==> src/rtl/rom_pixel_streamer_pkg.sv <==
// Shared constants and the FSM state type for the ROM pixel streamer.
package rom_stream_pkg;
   localparam int IMG_BYTES_DFLT = 307200;
   localparam int ADDR_W_DFLT    = 19;
   localparam int BURST_BYTES    = 20;
   localparam int BURST_WORDS    = 10;

   typedef enum logic [1:0] {IDLE, FETCH, DRAIN, DONE} rps_state_t;
endpackage

==> src/rtl/rom_pixel_streamer_if.sv <==
// ROM read bus plus valid/ready pixel stream; master is the streamer side.
interface rom_pixel_streamer_if #(parameter int ADDR_W = 19);
   logic [ADDR_W-1:0] rom_addr;
   logic [15:0]       rom_data1, rom_data2, rom_data3, rom_data4, rom_data5;
   logic [15:0]       rom_data6, rom_data7, rom_data8, rom_data9, rom_data10;
   logic [7:0]        pix_data;
   logic              pix_valid;
   logic              pix_ready;
   logic              pix_last;

   modport master (
      output rom_addr, pix_data, pix_valid, pix_last,
      input  rom_data1, rom_data2, rom_data3, rom_data4, rom_data5,
             rom_data6, rom_data7, rom_data8, rom_data9, rom_data10, pix_ready
   );

   modport slave (
      input  rom_addr, pix_data, pix_valid, pix_last,
      output rom_data1, rom_data2, rom_data3, rom_data4, rom_data5,
             rom_data6, rom_data7, rom_data8, rom_data9, rom_data10, pix_ready
   );
endinterface

==> src/rtl/rom_pixel_streamer_burst_serializer.sv <==
// Burst register: loads one ROM burst and shifts it out MSB byte first,
// counting bytes so the FSM knows when the burst is exhausted.
module burst_serializer
   import rom_stream_pkg::*;
(
   input  logic                     clk,
   input  logic                     rst,
   input  logic                     i_load,
   input  logic                     i_shift,
   input  logic [BURST_BYTES*8-1:0] i_burst,
   output logic [7:0]               o_byte,
   output logic                     o_last_byte
);
   logic [BURST_BYTES*8-1:0] r_burst;
   logic [4:0]               r_cnt;

   always_ff @(posedge clk) begin
      if (rst) begin
         r_burst <= '0;
         r_cnt   <= '0;
      end else if (i_load) begin
         r_burst <= i_burst;
         r_cnt   <= '0;
      end else if (i_shift) begin
         r_burst <= {r_burst[BURST_BYTES*8-9:0], 8'h00};
         r_cnt   <= r_cnt + 5'd1;
      end
   end

   assign o_byte      = r_burst[BURST_BYTES*8-1 -: 8];
   assign o_last_byte = (r_cnt == 5'(BURST_BYTES-1));
endmodule

==> src/rtl/rom_pixel_streamer.sv <==
// Walks the image ROM in 20-byte bursts and streams bytes over valid/ready.
// Define RPS_CHECKSUM_EN to add a 16-bit running sum of accepted bytes.
module rom_pixel_streamer
   import rom_stream_pkg::*;
#(
   parameter int IMG_BYTES = IMG_BYTES_DFLT,
   parameter int ADDR_W    = ADDR_W_DFLT
)(
   input  logic                 clk,
   input  logic                 rst,
   input  logic                 i_start,
   rom_pixel_streamer_if.master io_bus,
   output logic                 o_busy,
   output logic                 o_done
`ifdef RPS_CHECKSUM_EN
   ,
   output logic [15:0]          o_checksum
`endif
);
   localparam logic [ADDR_W-1:0] LAST_ADDR  = ADDR_W'(IMG_BYTES - BURST_BYTES);
   localparam logic [ADDR_W-1:0] BURST_STEP = ADDR_W'(BURST_BYTES);

   rps_state_t        r_state, w_next;
   logic [ADDR_W-1:0] r_rom_addr;
   logic              w_load, w_shift, w_hs, w_final, w_last_byte;
   logic [7:0]        w_byte;
   logic [BURST_BYTES*8-1:0] w_burst;

   assign w_burst = {io_bus.rom_data1, io_bus.rom_data2, io_bus.rom_data3, io_bus.rom_data4,
                     io_bus.rom_data5, io_bus.rom_data6, io_bus.rom_data7, io_bus.rom_data8,
                     io_bus.rom_data9, io_bus.rom_data10};

   // valid comes only from registered state, so ready never reaches valid/data combinationally
   assign w_hs    = (r_state == DRAIN) && io_bus.pix_ready;
   assign w_final = (r_rom_addr == LAST_ADDR);

   burst_serializer u_ser (
      .clk         (clk),
      .rst         (rst),
      .i_load      (w_load),
      .i_shift     (w_shift),
      .i_burst     (w_burst),
      .o_byte      (w_byte),
      .o_last_byte (w_last_byte)
   );

   always_ff @(posedge clk) begin
      if (rst) r_state <= IDLE;
      else     r_state <= w_next;
   end

   always_comb begin
      w_next  = r_state;
      w_load  = 1'b0;
      w_shift = 1'b0;
      case (r_state)
         IDLE:  if (i_start) w_next = FETCH;
         FETCH: begin
            w_load = 1'b1;
            w_next = DRAIN;
         end
         DRAIN: if (w_hs) begin
            w_shift = 1'b1;
            if (w_last_byte) w_next = w_final ? DONE : FETCH;
         end
         DONE:  w_next = IDLE;
         default: w_next = IDLE;
      endcase
   end

   always_ff @(posedge clk) begin
      if (rst)
         r_rom_addr <= '0;
      else if ((r_state == IDLE) && i_start)
         r_rom_addr <= '0;
      else if (w_shift && w_last_byte && !w_final)
         r_rom_addr <= r_rom_addr + BURST_STEP;
   end

`ifdef RPS_CHECKSUM_EN
   logic [15:0] r_checksum;
   always_ff @(posedge clk) begin
      if (rst)
         r_checksum <= '0;
      else if ((r_state == IDLE) && i_start)
         r_checksum <= '0;
      else if (w_hs)
         r_checksum <= r_checksum + {8'h00, w_byte};
   end
   assign o_checksum = r_checksum;
`endif

   assign io_bus.rom_addr  = r_rom_addr;
   assign io_bus.pix_data  = w_byte;
   assign io_bus.pix_valid = (r_state == DRAIN);
   assign io_bus.pix_last  = (r_state == DRAIN) && w_last_byte && w_final;
   assign o_busy           = (r_state != IDLE);
   assign o_done           = (r_state == DONE);
endmodule

==> src/flat_wrapper.sv <==
// flat-port wrapper written by rule: the top's interface ports become plain ports
module rom_pixel_streamer_flat import rom_stream_pkg::*;
#(
   parameter int IMG_BYTES = IMG_BYTES_DFLT,
   parameter int ADDR_W    = ADDR_W_DFLT
)
  (clk, rst, i_start, o_busy, o_done, io_bus_rom_addr, io_bus_pix_data, io_bus_pix_valid, io_bus_pix_last, io_bus_rom_data1, io_bus_rom_data2, io_bus_rom_data3, io_bus_rom_data4, io_bus_rom_data5, io_bus_rom_data6, io_bus_rom_data7, io_bus_rom_data8, io_bus_rom_data9, io_bus_rom_data10, io_bus_pix_ready);
  rom_pixel_streamer_if #(.ADDR_W(ADDR_W)) io_bus_i ();
  input  logic clk;
  input  logic rst;
  input  logic i_start;
  output logic o_busy;
  output logic o_done;
  output wire logic [$bits(io_bus_i.rom_addr)-1:0] io_bus_rom_addr;
  output wire logic [$bits(io_bus_i.pix_data)-1:0] io_bus_pix_data;
  output wire logic [$bits(io_bus_i.pix_valid)-1:0] io_bus_pix_valid;
  output wire logic [$bits(io_bus_i.pix_last)-1:0] io_bus_pix_last;
  input wire logic [$bits(io_bus_i.rom_data1)-1:0] io_bus_rom_data1;
  input wire logic [$bits(io_bus_i.rom_data2)-1:0] io_bus_rom_data2;
  input wire logic [$bits(io_bus_i.rom_data3)-1:0] io_bus_rom_data3;
  input wire logic [$bits(io_bus_i.rom_data4)-1:0] io_bus_rom_data4;
  input wire logic [$bits(io_bus_i.rom_data5)-1:0] io_bus_rom_data5;
  input wire logic [$bits(io_bus_i.rom_data6)-1:0] io_bus_rom_data6;
  input wire logic [$bits(io_bus_i.rom_data7)-1:0] io_bus_rom_data7;
  input wire logic [$bits(io_bus_i.rom_data8)-1:0] io_bus_rom_data8;
  input wire logic [$bits(io_bus_i.rom_data9)-1:0] io_bus_rom_data9;
  input wire logic [$bits(io_bus_i.rom_data10)-1:0] io_bus_rom_data10;
  input wire logic [$bits(io_bus_i.pix_ready)-1:0] io_bus_pix_ready;
  assign io_bus_rom_addr = io_bus_i.rom_addr;
  assign io_bus_pix_data = io_bus_i.pix_data;
  assign io_bus_pix_valid = io_bus_i.pix_valid;
  assign io_bus_pix_last = io_bus_i.pix_last;
  assign io_bus_i.rom_data1 = io_bus_rom_data1;
  assign io_bus_i.rom_data2 = io_bus_rom_data2;
  assign io_bus_i.rom_data3 = io_bus_rom_data3;
  assign io_bus_i.rom_data4 = io_bus_rom_data4;
  assign io_bus_i.rom_data5 = io_bus_rom_data5;
  assign io_bus_i.rom_data6 = io_bus_rom_data6;
  assign io_bus_i.rom_data7 = io_bus_rom_data7;
  assign io_bus_i.rom_data8 = io_bus_rom_data8;
  assign io_bus_i.rom_data9 = io_bus_rom_data9;
  assign io_bus_i.rom_data10 = io_bus_rom_data10;
  assign io_bus_i.pix_ready = io_bus_pix_ready;
  rom_pixel_streamer #(.IMG_BYTES(IMG_BYTES), .ADDR_W(ADDR_W)) u_core (.clk(clk), .rst(rst), .i_start(i_start), .io_bus(io_bus_i), .o_busy(o_busy), .o_done(o_done));
endmodule
==> config.mk <==
export PLATFORM = sky130hd
export DESIGN_NAME = rom_pixel_streamer_flat
export DESIGN_NICKNAME = d
export VERILOG_FILES = /design/src/rtl/rom_pixel_streamer_pkg.sv /design/src/rtl/rom_pixel_streamer_if.sv /design/src/rtl/rom_pixel_streamer_burst_serializer.sv /design/src/rtl/rom_pixel_streamer.sv /design/src/flat_wrapper.sv
export SDC_FILE = /design/constraint.sdc
export NUM_CORES = 1
export LEC_CHECK = 0
export ABC_AREA = 0
export BUFFER_PORTS_ARGS = -buffer_cell sky130_fd_sc_hd__buf_2
export CORE_UTILIZATION = 50
export CTS_BUF_LIST = sky130_fd_sc_hd__clkbuf_8
export CTS_CLUSTER_DIAMETER = 80
export DETAILED_ROUTE_END_ITERATION = 12
export PLACE_DENSITY = 0.77
export SLEW_MARGIN = 20
export SYNTH_ARGS = -nofsm -noshare
export SYNTH_HDL_FRONTEND = slang
export SYNTH_HIERARCHICAL = 1
export SYNTH_SLANG_ARGS = --single-unit
==> constraint.sdc <==
create_clock -name clk -period 2.5 [get_ports clk]
set_input_delay 0.625 -clock clk [delete_from_list [all_inputs] [get_ports clk]]
set_output_delay 0.625 -clock clk [all_outputs]
set_load 0.02 [all_outputs]
### Word level (Yosys, flattened, before mapping)

Index checks and enable logic that the tools add are counted.

| operators by class | value |
|---|---|
| add/subtract/negate cells | 2 |
| equal/unequal tests | 8 |
| multiplexer cells | 10 |
| reductions and logical operators | 13 |

Operators with widths:

| kind | number |
|---|---|
| $mux W160 | 2 |
| $add A19 B5 Y19 const B | 1 |
| $eq A19 B19 Y1 const B | 1 |
| $mux W2 | 4 |
| $pmux W2 S4 | 1 |
| $logic_and A1 B1 Y1 | 6 |
| $add A5 B1 Y5 const B | 1 |
| $eq A5 B5 Y1 const B | 1 |
| $eq A2 B2 Y1 const B | 2 |
| $ne A2 B1 Y1 const B | 2 |
| $reduce_bool A2 Y1 | 2 |
| $reduce_or A2 Y1 | 2 |
| $mux W1 | 3 |
| $reduce_and A3 Y1 | 1 |
| $eq A2 B1 Y1 const B | 1 |
| $logic_not A2 Y1 | 1 |
| $ne A2 B2 Y1 const B | 1 |
| $logic_not A1 Y1 | 1 |

| word-level totals | value |
|---|---|
| register bits | 186 |
| output and inout bits | 31 |
| word-level logic and storage cells | 37 |

### Logic depth before layout (Yosys ltp)

| depth | value |
|---|---|
| depth after elaboration | 6 |
| mapped depth | 7 |
| gate-level depth less buffers | 6 |

### Cells and area by module

Netlist, hierarchy kept.

Modules (own cells, without submodules):

| module | instances | cells each | area each (µm²) | sequential area each (µm²) |
|---|---|---|---|---|
| burst_serializer | 1 | 744 | 7738.7 | 3303.2 |
| rom_pixel_streamer | 1 | 125 | 1092.3 | 380.4 |

### Least setup slack after synthesis

No wires, ideal clock.

| timing path | value |
|---|---|
| path kind | reg-to-reg |
| start point | register u_core.u_ser.r_cnt[0] |
| end point | register u_core.r_rom_addr[16] (netlist: u_core/io_bus.rom_addr[16]) |
| arrival time | 2278 ps |
| path slack | 152 ps |
| cell stages (with the launch flop) | 7 |
| cell sequence | dfxtp_1 > ha_1 > nor4bb_1 > nand4b_2 > or4_4 > or3_1 > a21oi_1 |

| on the way | value |
|---|---|
| longest elaborated chain between the ends | 3 |

Ends and longest elaborated chain:

| element | RTL line | source |
|---|---|---|
| from (decl) | rom_pixel_streamer_burst_serializer.sv:15 | `logic [4:0] r_cnt;` |
| from (signal assigned) | rom_pixel_streamer_burst_serializer.sv:26 | `r_cnt <= r_cnt + 5'd1;` |
| $eq A5 B5 Y1 | rom_pixel_streamer_burst_serializer.sv:31 | `assign o_last_byte = (r_cnt == 5'(BURST_BYTES-1));` |
| via u_core.w_last_byte | rom_pixel_streamer.sv:25 | `logic w_load, w_shift, w_hs, w_final, w_last_byte;` |
| $logic_and A1 B1 Y1 (2 in a row) | rom_pixel_streamer.sv:76 | `else if (w_shift && w_last_byte && !w_final)` |
| to (signal assigned) | rom_pixel_streamer.sv:77 | `r_rom_addr <= r_rom_addr + BURST_STEP;` |
| to (decl) | rom_pixel_streamer.sv:24 | `logic [ADDR_W-1:0] r_rom_addr;` |

The timed path passes the listed nets, and every way through them passes these cells.
A chain may end at the register's enable or synchronous reset.

### Final worst setup path

| timing path | value |
|---|---|
| start point | register u_core.r_rom_addr[12] (netlist: u_core/io_bus.rom_addr[12]) |
| end point | output port io_bus_pix_last |

| on the way | value |
|---|---|
| longest elaborated chain between the ends | 2 |

Ends and longest elaborated chain:

| element | RTL line | source |
|---|---|---|
| $eq A19 B19 Y1 | rom_pixel_streamer.sv:35 | `assign w_final = (r_rom_addr == LAST_ADDR);` |
| $logic_and A1 B1 Y1 | rom_pixel_streamer.sv:96 | `assign io_bus.pix_last = (r_state == DRAIN) && w_last_byte && w_final;` |
| to (decl) | flat_wrapper.sv:17 | `output wire logic [$bits(io_bus_i.pix_last)-1:0] io_bus_pix_last;` |

Every way passes these cells.

==> impl_metrics.csv <==
group,metric,value,unit
synth,yosys.area_share.simple,0.172,
setup_path,worstPathMaxFanout,5,
grt,overflow,0,
timing,finalCriticalPeriod,2.53,ns
drt,vias,6780,
cts,hold_buffers,0,
placement,dp_cells,1221,
min_path,min_path_cells,3,
cells_and_area,mostFrequentLayoutCells,"190 x buf_2, 175 x dfxtp_1, 155 x mux2i_1",
cells_and_area,stdcell_count,1261,
timing,finalSetupViolCount,1,
drt,routed_wl,20000,um
synth,synth_edf_count,0,
cells_and_area,mostFrequentLayoutCell,"buf_2",
drt,drt-vias-per-instance,5.38,
synth,synth_area,0.00883,mm2
flow_run,maxCapViolations,0,
synth,synthAdderAreaFrac,0.00283,
grt,grt_max_degree,123,
floorplan,rows,48,
drt,drc,0,
synth,synth-async-reset-ratio,0,
grt,busiest_layer,"met2",
floorplan,start_util,0.511,
outcome,violations,"setup timing",
pwr,p_per_area,590,mW/mm2
setup_path,worstSetupEndpointType,"output pin",
synth,muxShareOfSynthArea,0.178,
timing,max_freq,395,MHz
grt,grt_use_total,0.219,
timing,finalHoldViolCount,0,
synth,syn-instance-count,869,
cells_and_area,n_fill_cell,1528,
timing,rsz0062_at_grt,"yes",
timing,finalSetupTns,-0.0293,ns
floorplan,die_area,0.0182,mm2
synth,synth_cell_types,51,
cells_and_area,drive_gt1_frac,0.271,
grt,grt_pass1_wl,31800,um
synth,seq_area_frac_synth,0.417,
timing,worst_pin_slew,0.717,ns
floorplan,ios,195,
cts,cts_buffer_depth,2,
cts,numClockSinks,184,
cts,clock_latency,0.47,ns
cells_and_area,area_growth,15.8,%
setup_path,crit_chain,"nand4b_1 > nor4_4 > and3_1 > buf_6",
min_path,hold_path_class,"primary input to register",
cts,cts_tree,"done",
setup_path,crit_cells,4,
synth,synth_compound_area_frac,0.159,
synth,yosysWarnings,6,
timing,fin_crit_sh,1.01,
grt,use_met1,0.303,
synth,synth_flop_cell,"dfxtp_1",
setup_path,rr_worst_depth,6,
drt,first_iter_violations,357,
pwr,ir_drop,337,uV
drt,first_pass_iters,5,
setup_path,crit_path_top_delay_cell,"nor4_4",
setup_path,crit_required,1.88,ns
placement,gp_congestion,0.816,
cells_and_area,nNetsFinal,1189,
drt,postRouteAntennaNets,0,
cts,root_buffer,"clkbuf_8",
grt,met2_usage,0.346,
floorplan,die_h,135,um
timing,clock_skew,0.0160,ns
cts,cts_htree_levels,4,
drt,wl_per_cell,15.8,um
synth,synth_top_family_by_area,"multiplexers",
pwr,leakagePower,3.68,nW
setup_path,cp.buffers_inverters,1,
grt,grt_pass1_vias,6383,
cts,clk_pin_slew,0.10,ns
floorplan,core-area,0.0173,mm2
timing,relSlewSlack,0.522,
timing,drv_slew,0,
setup_path,cp_data_arrival_time,1.90,ns
synth,ys_seq_elements,184,
setup_path,setup.worst_path.start_class,"register",
grt,grtUsageMet3,0.0435,
cells_and_area,fin_util,0.591,
floorplan,fp.dieW,135,um
placement,dp_hpwl,13100,um
setup_path,criticalPathCategory,"register to output pin",
cells_and_area,n_antenna_cell,0,
synth,syn_area_per_cell,10.2,um2
placement,io_buffers,192,
timing,setup_ws,-0.0293,ns
setup_path,crit_path_max_incr_delay,0.38,ns
grt,antenna_found_initial,1,
outcome,outcome,"finished with violations",
synth,synthXorXnorAreaFrac,0.00198,
setup_path,cp_top_family,"simple AND/OR/NAND/NOR gates",
cts,numCtsBuffers,17,
[flip-flops by register name, indices dropped and copies added (netlist names)]
register                flops
u_core/io_bus.rom_addr     17
u_core/u_ser/r_cnt          5
u_core/u_ser/r_burst      160
u_core/r_state              2
[worst paths after layout]
path	startpoint	endpoint	slack, ns
worst min-delay path	io_bus_rom_data10[5]	u_core/u_ser/r_burst[5]	0.39
worst max-delay path	u_core/io_bus.rom_addr[12]	io_bus_pix_last	-0.03
worst max register to register	u_core/u_ser/r_cnt[0]	u_core/io_bus.rom_addr[16]	0.33
worst min register to register	u_core/io_bus.rom_addr[12]	u_core/io_bus.rom_addr[12]	0.51
[cell families (layout without fill, tap and decap cells)]
logic type | Yosys count | after routing
AO/OA/AOI/OAI | 193 | 193
XOR/XNOR | 2 | 2
adder cells (fa/ha/maj) | 2 | 2
buffers and inverters | 92 | 258
flip-flops | 184 | 184
multiplexers | 157 | 157
other | 1 | 2
AND/OR/NAND/NOR | 238 | 238
[repair_timing]
item,4_1_cts,5_1_grt
hold endpoints to repair,0,0
endpoints found under the setup margin,1,1
pin swaps,4,1
buffers inserted,7,1
resized for setup,18,3
[worst min-delay path, stage by stage]
cell	delay (ns)
buf_2	0.10
nand2_1	0.05
a21oi_1	0.05
[report_power, final]
group          internal [mW]  leakage (nW)  total, mW  switching, mW
sequential              3.14          1.51       3.27          0.127
clock                  0.863         0.194       1.93           1.07
combinational          0.409          1.98      0.829          0.420
total                   4.41          3.68       6.03           1.61
[synthesized netlist by cell type (5+ instances only)]
cell type,instances,area (um2)
o21ai_0,6,30.0
buf_2,12,60.1
inv_1,6,22.5
buf_4,12,90.1
a21oi_2,5,43.8
buf_6,5,56.3
a21oi_1,15,75.1
nand4_1,6,37.5
buf_8,13,195
a211oi_1,152,1140
or3b_1,8,70.1
or3_1,10,62.6
nand2_1,20,75.1
or4_1,5,37.5
dfxtp_1,184,3680
nor2b_1,154,963
clkbuf_1,41,154
mux2i_1,155,1550
[metrics by stage]
| step | cell area (um2) | setup WS (ns) | power [mW] | hold WS, ns |
|---|---|---|---|---|
| finish | 10200 | -0.0293 | 6.03 | 0.394 |
| global route | 10200 | -0.101 | 6.28 | 0.377 |
| detailed placement | 9710 | 0.119 | 4.16 | 0.483 |
| floorplan | 8830 | 0.152 | 3.91 | 0.487 |
| CTS | 10200 | -0.0294 | 6.07 | 0.370 |
| global placement | 9710 | 0.157 | 4.15 | 0.479 |
[metal layers]
| layer | up-vias | wire [um] | share of wire |
|---|---|---|---|
| met5 | - | 9 | 0.00045 |
| met4 | 2 | 257 | 0.013 |
| met3 | 24 | 760 | 0.038 |
| met2 | 162 | 9040 | 0.45 |
| met1 | 3130 | 9890 | 0.50 |
| li1 | 3462 | - | - |
[area by class of cell]
class	count	area, um2	share of cell area
inverter	7	31.3	0.00306
sequential	184	3700	0.362
multi-input combinational	594	4600	0.450
clock buffer	20	275	0.0269
clock inverter	12	101	0.00991
timing repair buffer	219	1230	0.121
tap	225	282	0.0275
No activity file was read; power rests on OpenSTA's default activity.
